--- src/rtl/mem_stall_bridge.sv ---
// mem_stall_bridge
// Bridges the multicycle CPU control path to an Avalon-MM memory bus. One
// load or store is serviced at a time; while it is outstanding, `stall`
// holds the control decoder in place. The bridge selects byte/halfword
// lanes, sign/zero-extends loads and rejects misaligned accesses without
// touching the bus.
//
// Optional feature macro: MEM_STALL_BRIDGE_TIMEOUT_EN
//   When defined, a transaction that spends MAX_WAIT cycles in CMD/RDWAIT
//   is abandoned and completes with rsp_err=1.
//
// Ports:
//   clk, rst_n          clock, asynchronous active-low reset
//   cpu_rd, cpu_wr      CPU load/store request, held until stall drops
//   cpu_addr            byte address
//   cpu_size            00 byte, 01 half, 10/11 word
//   cpu_signed          sign-extend byte/half loads
//   cpu_wdata           right-aligned store data
//   stall               CPU must hold its state and request
//   cpu_rdata           aligned, extended load result (held between loads)
//   rsp_valid, rsp_err  one-cycle completion pulse and its error flag
//   avm_*               Avalon-MM master signals
module mem_stall_bridge #(
  parameter int ADDR_W   = 32,
  parameter int MAX_WAIT = 255
) (
  input  logic              clk,
  input  logic              rst_n,
  input  logic              cpu_rd,
  input  logic              cpu_wr,
  input  logic [ADDR_W-1:0] cpu_addr,
  input  logic [1:0]        cpu_size,
  input  logic              cpu_signed,
  input  logic [31:0]       cpu_wdata,
  output logic              stall,
  output logic [31:0]       cpu_rdata,
  output logic              rsp_valid,
  output logic              rsp_err,
  output logic [ADDR_W-1:0] avm_address,
  output logic              avm_read,
  output logic              avm_write,
  output logic [31:0]       avm_writedata,
  output logic [3:0]        avm_byteenable,
  input  logic              avm_waitrequest,
  input  logic [31:0]       avm_readdata,
  input  logic              avm_readdatavalid
);

  localparam logic [1:0] S_IDLE   = 2'd0;
  localparam logic [1:0] S_CMD    = 2'd1;
  localparam logic [1:0] S_RDWAIT = 2'd2;
  localparam logic [1:0] S_DONE   = 2'd3;

  logic [1:0]  state;
  logic [1:0]  addr_lo;
  logic [1:0]  size_q;
  logic        signed_q;
  logic        is_rd;
  logic        err_q;
  logic        req;
  logic        misaligned;
  logic [3:0]  be_nxt;
  logic [31:0] wd_nxt;
  logic [31:0] shifted;
  logic [31:0] rd_ext;
  logic        timeout_hit;

  assign req = cpu_rd | cpu_wr;

  // size 11 behaves as a word, so bit 1 alone marks a word access
  assign misaligned = ((cpu_size == 2'b01) && cpu_addr[0]) ||
                      (cpu_size[1] && (cpu_addr[1:0] != 2'b00));

  // Combinational so the decoder sees the hold in the same cycle the
  // request first appears.
  assign stall = ((state == S_IDLE) && req) || (state == S_CMD) || (state == S_RDWAIT);

  assign avm_read  = (state == S_CMD) && is_rd;
  assign avm_write = (state == S_CMD) && !is_rd;
  assign rsp_valid = (state == S_DONE);
  assign rsp_err   = (state == S_DONE) && err_q;

  // Lane enables and replicated store data for the incoming request.
  always_comb begin
    be_nxt = 4'b1111;
    wd_nxt = cpu_wdata;
    if (!cpu_size[1]) begin
      if (cpu_size[0]) begin
        be_nxt = cpu_addr[1] ? 4'b1100 : 4'b0011;
        wd_nxt = {2{cpu_wdata[15:0]}};
      end else begin
        be_nxt = 4'b0001 << cpu_addr[1:0];
        wd_nxt = {4{cpu_wdata[7:0]}};
      end
    end
  end

  // Bring the addressed lane down to bit 0, then extend per the latched
  // size/signedness. Word accesses are aligned, so their shift is zero.
  always_comb begin
    shifted = avm_readdata >> {addr_lo, 3'b000};
    rd_ext  = shifted;
    if (!size_q[1]) begin
      if (size_q[0]) begin
        rd_ext = {{16{signed_q & shifted[15]}}, shifted[15:0]};
      end else begin
        rd_ext = {{24{signed_q & shifted[7]}}, shifted[7:0]};
      end
    end
  end

`ifdef MEM_STALL_BRIDGE_TIMEOUT_EN
  localparam int CNT_W = $clog2(MAX_WAIT + 1);

  logic [CNT_W-1:0] wait_cnt;

  // Counts cycles spent in CMD/RDWAIT. CMD is only entered from IDLE, so
  // holding the count at zero in IDLE clears it on every CMD entry.
  always_ff @(posedge clk or negedge rst_n) begin
    if (!rst_n) begin
      wait_cnt <= '0;
    end else if (state == S_IDLE) begin
      wait_cnt <= '0;
    end else if ((state == S_CMD) || (state == S_RDWAIT)) begin
      wait_cnt <= wait_cnt + 1'b1;
    end
  end

  // True during the MAX_WAIT-th waiting cycle.
  assign timeout_hit = (wait_cnt == CNT_W'(MAX_WAIT - 1));
`else
  assign timeout_hit = 1'b0;
`endif

  // Transaction FSM plus request latching and load capture.
  always_ff @(posedge clk or negedge rst_n) begin
    if (!rst_n) begin
      state          <= S_IDLE;
      addr_lo        <= 2'b00;
      size_q         <= 2'b00;
      signed_q       <= 1'b0;
      is_rd          <= 1'b0;
      err_q          <= 1'b0;
      avm_address    <= '0;
      avm_writedata  <= '0;
      avm_byteenable <= '0;
      cpu_rdata      <= '0;
    end else begin
      case (state)
        S_IDLE: begin
          if (req) begin
            avm_address    <= {cpu_addr[ADDR_W-1:2], 2'b00};
            addr_lo        <= cpu_addr[1:0];
            size_q         <= cpu_size;
            signed_q       <= cpu_signed;
            is_rd          <= cpu_rd;
            avm_writedata  <= wd_nxt;
            avm_byteenable <= be_nxt;
            err_q          <= misaligned;
            state          <= misaligned ? S_DONE : S_CMD;
          end
        end
        S_CMD: begin
          // A real completion wins over a timeout in the same cycle; an
          // accepted read only moves to RDWAIT when time remains.
          if (!avm_waitrequest && !is_rd) begin
            state <= S_DONE;
          end else if (!avm_waitrequest && avm_readdatavalid) begin
            cpu_rdata <= rd_ext;
            state     <= S_DONE;
          end else if (timeout_hit) begin
            err_q <= 1'b1;
            state <= S_DONE;
          end else if (!avm_waitrequest) begin
            state <= S_RDWAIT;
          end
        end
        S_RDWAIT: begin
          if (avm_readdatavalid) begin
            cpu_rdata <= rd_ext;
            state     <= S_DONE;
          end else if (timeout_hit) begin
            err_q <= 1'b1;
            state <= S_DONE;
          end
        end
        default: begin
          state <= S_IDLE;
        end
      endcase
    end
  end

endmodule

--- config.mk ---
export PLATFORM = sky130hd
export DESIGN_NAME = mem_stall_bridge
export DESIGN_NICKNAME = d
export VERILOG_FILES = /design/src/rtl/mem_stall_bridge.sv
export SDC_FILE = /design/constraint.sdc
export NUM_CORES = 1
export LEC_CHECK = 0
export CORE_UTILIZATION = 40
export CTS_CLUSTER_SIZE = 16
export DETAILED_ROUTE_END_ITERATION = 7
export PLACE_DENSITY = 0.78
export RECOVER_POWER = 25
export SYNTH_ARGS = -nofsm -noshare
export SYNTH_HDL_FRONTEND = slang
export SYNTH_SLANG_ARGS = --single-unit
--- constraint.sdc ---
create_clock -name clk -period 2.6 [get_ports clk]
set_clock_uncertainty 0.05 [all_clocks]
set_input_delay 0.39 -clock clk [delete_from_list [all_inputs] [get_ports clk]]
set_output_delay 0.39 -clock clk [all_outputs]
set_load 0.02 [all_outputs]
* Yosys cells after proc, flatten, opt, wreduce, memory -nomap -nowiden
Index checks and enable logic that the tools add are counted.
** Word-level totals
- Register bits after elaboration :: 107
- Input port bits :: 105
- Output and inout port bits :: 105
- Word-level logic and storage cells :: 61
** Operators by class
- Eq/ne operators :: 9
- Shift operators :: 2
- Mux-type cells :: 18
- Bitwise logic cells :: 3
- Reductions and logical operators :: 19
** Operator list (number)
- $mux W32 :: 7
- $pmux W32 S2 :: 1
- $shr A32 B5 Y32 :: 1
- $mux W2 :: 6
- $mux W4 :: 3
- $logic_and A1 B1 Y1 :: 8
- $ne A2 B2 Y1 const B :: 3
- $pmux W2 S3 :: 1
- $eq A2 B1 Y1 const B :: 2
- $eq A2 B2 Y1 const B :: 2
- $ne A4 B2 Y1 const B :: 1
- $reduce_and A4 Y1 :: 1
- $reduce_bool A2 Y1 :: 2
- $shl A1 B2 Y4 const A :: 1
- $logic_or A1 B1 Y1 :: 3
- $reduce_and A3 Y1 :: 1
- $and A1 B1 Y1 :: 2
- $logic_not A1 Y1 :: 2
- $logic_not A2 Y1 :: 1
- $ne A2 B1 Y1 const B :: 1
- $reduce_and A2 Y1 :: 1
- $or A1 B1 Y1 :: 1

* Depth between registers and ports, before layout
Gate-level depths: netlist of the first run.
- Depth in word-level cells :: 7
- Depth in mapped cells :: 8
- Gate-level depth less buffers :: 6

* Worst setup path before layout of the first run
Ideal clock, no wire load.
- Path kind :: register to register
- Start :: register state[0]
- End :: register cpu_rdata[2]
- Setup time :: 0.125 ns
- Data arrival time :: 1.810 ns
- Slack :: 0.615 ns
- Cell stages (with the launch flop) :: 9
- Buffers on the path :: 2
- Period minus slack after synthesis :: 1.985 ns
- Cells stage by stage :: dfrtp_1 -> inv_1 -> ha_1 -> nor2b_2 -> o21ai_4 -> and2_1 -> buf_2 -> buf_4 -> mux2_2
** Between the ends
- Word-level cells in the longest chain between the ends :: 3
** Ends and longest elaborated chain
- from (decl) :: line 54 : logic [1:0] state;
- from (signal assigned) :: line 160 : state <= misaligned ? S_DONE : S_CMD;
- $eq A2 B1 Y1 / $eq A2 B2 Y1 (equally long branches) :: line 149 : case (state)
- $ne A2 B1 Y1 (no line) (tied with other cells)
- $reduce_and A4 Y1 (no line)
- to (signal assigned) :: line 169 : cpu_rdata <= rd_ext;
- to (signal assigned) :: line 180 : cpu_rdata <= rd_ext;
- to (decl) :: line 36 : output logic [31:0] cpu_rdata,
Several ways; a longest one is shown, not always the timed one.
A chain may end at the register's enable or synchronous reset.

* Worst setup path after layout of the first run
- Start :: register state[1]
- End :: output port avm_read
** Between the ends
- Word-level cells in the longest chain between the ends :: 2
** Ends and longest elaborated chain
- $eq A2 B1 Y1 :: line 78 : assign avm_read = (state == S_CMD) && is_rd;
- $logic_and A1 B1 Y1 :: line 78
- to (decl) :: line 40 : output logic avm_read,
No other way between the ends.

==> impl_metrics.env, run 1 <==
export IMPL_area_growth_pct=47.6
export IMPL_arrival_ns=2.01
export IMPL_path_buf_inv=2
export IMPL_final_util_pct=61.0
export IMPL_r2r_start="addr_lo[0]"
export IMPL_critical_path_class="flip-flop to output port"
export IMPL_tightest_slew_ns=1.17
export IMPL_multi_input_area_mm2=0.00231
export IMPL_avgSynthCellArea_um2=11.2
export IMPL_cts_sinks=107
export IMPL_status="completed"
export IMPL_cts_made_buffers=9
export IMPL_final_cell_area_mm2=0.00773
export IMPL_switchingPower_mw=4.21
export IMPL_pre_cts_ws_ns=0.350
export IMPL_syn_cell_area_mm2=0.00524
export IMPL_diodes=0
export IMPL_grt_antenna_before_repair=0
export IMPL_path_clk_slew_ns=0.07
export IMPL_setup_worst_path_end_class="output port"
export IMPL_p_leak_nw=3.25
export IMPL_syn_inst=467
export IMPL_drc_errors=0
export IMPL_dpl_cell_area_mm2=0.00749
export IMPL_hold_viol_final=0
export IMPL_dieHeight_um=116
export IMPL_clockBufferDepth=2
export IMPL_finalCritPeriodShare_pct=94.2
export IMPL_synth_main_ff_cell="dfrtp_1"
export IMPL_die_w_um=116
export IMPL_fillers=1021
export IMPL_start_kind="flip-flop"
export IMPL_pwr_share_comb_pct=58.1
export IMPL_hold_class="primary input to asynchronous set/reset pin"
export IMPL_grt_pass1_wl_um=22900
export IMPL_overflow=0
export IMPL_yosysWarnings=0
export IMPL_wl_per_cell_um=17.8
export IMPL_dp_cells=823
export IMPL_ctsHoldBuffers=0
export IMPL_period_needed_ns=2.45
export IMPL_fmax_mhz=408
export IMPL_drive_gt1_share_pct=14.1
export IMPL_io_buffers=207
export IMPL_setup_slack_ns=0.151
export IMPL_setup_tns_ns=0
export IMPL_drtIter0Drc=379
export IMPL_grt_setup_unrepaired="no"
export IMPL_start_util_pct=41.3
export IMPL_powerDensity_mw_per_mm2=1320
export IMPL_track_usage_pct=22.5
export IMPL_postRouteAntennaNets=0
export IMPL_coreArea_mm2=0.0127
export IMPL_cap_violations=0
export IMPL_path_max_fanout=6
export IMPL_synth_cell_types=40
export IMPL_worstSkewPairLatency_ns=0.35
export IMPL_synth_edff_count=0
export IMPL_cp_startpoint="state[1]"
export IMPL_critical_path_cell_chain="inv_1 > ha_1 > and2_1 > clkdlybuf4s50_1"
export IMPL_power_share_clock_pct=12.2
export IMPL_synth_seq_cells=107
export IMPL_setup_violations=0
export IMPL_io_pins=210
export IMPL_dp_hpwl_um=11000
export IMPL_viasPerCell=5.29
export IMPL_max_stage_delay_ns=0.62
export IMPL_drtPass1Iterations=6
export IMPL_num_rows=41
export IMPL_hold_slack_ns=0.216
export IMPL_worstPathRequired_ns=2.16
export IMPL_async_flop_share_pct=100
export IMPL_switching_share_pct=41.2
export IMPL_ir_drop_uv=716
export IMPL_seq_power_share_pct=29.7
export IMPL_relSlewSlack_pct=22.2
export IMPL_worst_path_max_delay_cell="clkdlybuf4s50_1"
export IMPL_cts_root_buf="clkbuf_16"
export IMPL_layout_cells_non_filler=839
export IMPL_wl_um=14900
export IMPL_synth_yosys_seq_area_share_pct=51.1
export IMPL_finalMaxSlewViolations=0
export IMPL_layout_nets=771
export IMPL_cts_max_level=3
export IMPL_place_gp_congestion=0.917
export IMPL_dieArea_mm2=0.0135
export IMPL_total_power_mw=10.2
export IMPL_p_int_mw=6.00
export IMPL_regArea_mm2=0.00268
export IMPL_post_cts_buffers=0
export IMPL_grt_max_degree=105
export IMPL_vias=4442
export IMPL_cts_tree="done"
export IMPL_cts_resized=0
export IMPL_crit_family="buffers and inverters"
export IMPL_grt_pass1_vias=4425
-- cells in the mapped netlist, types with 3 or more instances --
library cell | n | area [um2]
inv_1 | 22 | 82.6
ha_1 | 4 | 50.1
a2bb2oi_1 | 7 | 61.3
a211oi_1 | 7 | 52.6
a21oi_1 | 17 | 85.1
mux2_2 | 49 | 552
nand3_1 | 9 | 45.0
nor2b_1 | 9 | 56.3
nor2_1 | 32 | 120
o22a_1 | 9 | 78.8
o21ai_0 | 31 | 155
dfrtp_1 | 107 | 2680
mux2i_1 | 40 | 400
o221ai_1 | 6 | 52.6
o221ai_2 | 10 | 150
clkbuf_1 | 12 | 45.0
buf_4 | 3 | 22.5
buf_2 | 16 | 80.1
nand4_1 | 8 | 50.1
and2_1 | 3 | 18.8
buf_1 | 3 | 11.3
nand2_1 | 40 | 150
-- state kept, by name, summed over array words and instances (netlist names), 2 cells and up --
register	cells
size_q	2
cpu_rdata	32
avm_address	30
addr_lo	2
avm_writedata	32
avm_byteenable	4
state	2
-- power groups by stage --
stage	combinational, mW	clock (mW)	sequential, mW
floorplan	2.68	0	3.83
detailed placement	5.94	0	3.05
global placement	5.81	0	3.01
CTS	5.97	1.28	3.03
global route	6.34	1.36	3.14
finish	5.94	1.25	3.03
-- final timing paths --
kind,slack (ns),depth (start not counted),end
hold / removal,0.22,1,avm_writedata[28]
max in group asynchronous,0.50,2,cpu_rdata[15]
setup reg to reg,0.51,5,cpu_rdata[15]
hold reg to reg,0.43,2,avm_byteenable[0]
setup / recovery,0.15,4,avm_read
min in group clk,0.43,2,avm_byteenable[0]
-- layer usage --
metal	wire length (um)	GRT usage (%)	vias up
met4	465	10.4	0
li1	-	-	2047
met5	0	0	-
met1	5990	27.6	2117
met2	6710	34.7	240
met3	1760	9.34	38
-- cell type report --
cell class              instances  share of cell area (%)
well taps                     172                    2.78
flip-flops and latches        107                    34.6
repair buffers                218                    28.2
clock buffers                  10                    2.96
clock inverters                 6                   0.421
multi-input cells             304                    29.9
inverters                      22                    1.07
-- kinds of logic after synthesis --
group           share of synthesized area, %
simple gates                            9.75
flops                                   51.1
compound gates                          14.0
mux                                     19.0
buf+inv                                 5.00
fa+ha+maj                              0.956
other cells                           0.0716
-- cells in the final DEF, fill, tap and decap left out, types with 10 or more instances in the layout --
cell type / synthesis / final
inv_1: 22 / 22
dfrtp_1: 107 / 107
o21ai_0: 31 / 31
mux2_2: 49 / 49
nand2_1: 40 / 40
nor2_1: 32 / 32
mux2i_1: 40 / 40
o221ai_2: 10 / 10
clkdlybuf4s50_1: 0 / 206
a21oi_1: 17 / 17
-- worst register-to-register path, cell delays in order, from the launching register on --
cell	delay (ns)
dfrtp_1	0.63
buf_12	0.25
nor2b_1	0.64
a2bb2oi_1	0.21
nor2_1	0.12
o22a_1	0.13
Note: power is estimated with default switching activity, not from simulation.
==> run 2, diff against run 1 <==
- ABC_CLOCK_PERIOD_IN_PS: not set -> 2600
==> results of run 2 <==
No change in the layout: final DEF, timing and power equal those of run 1.
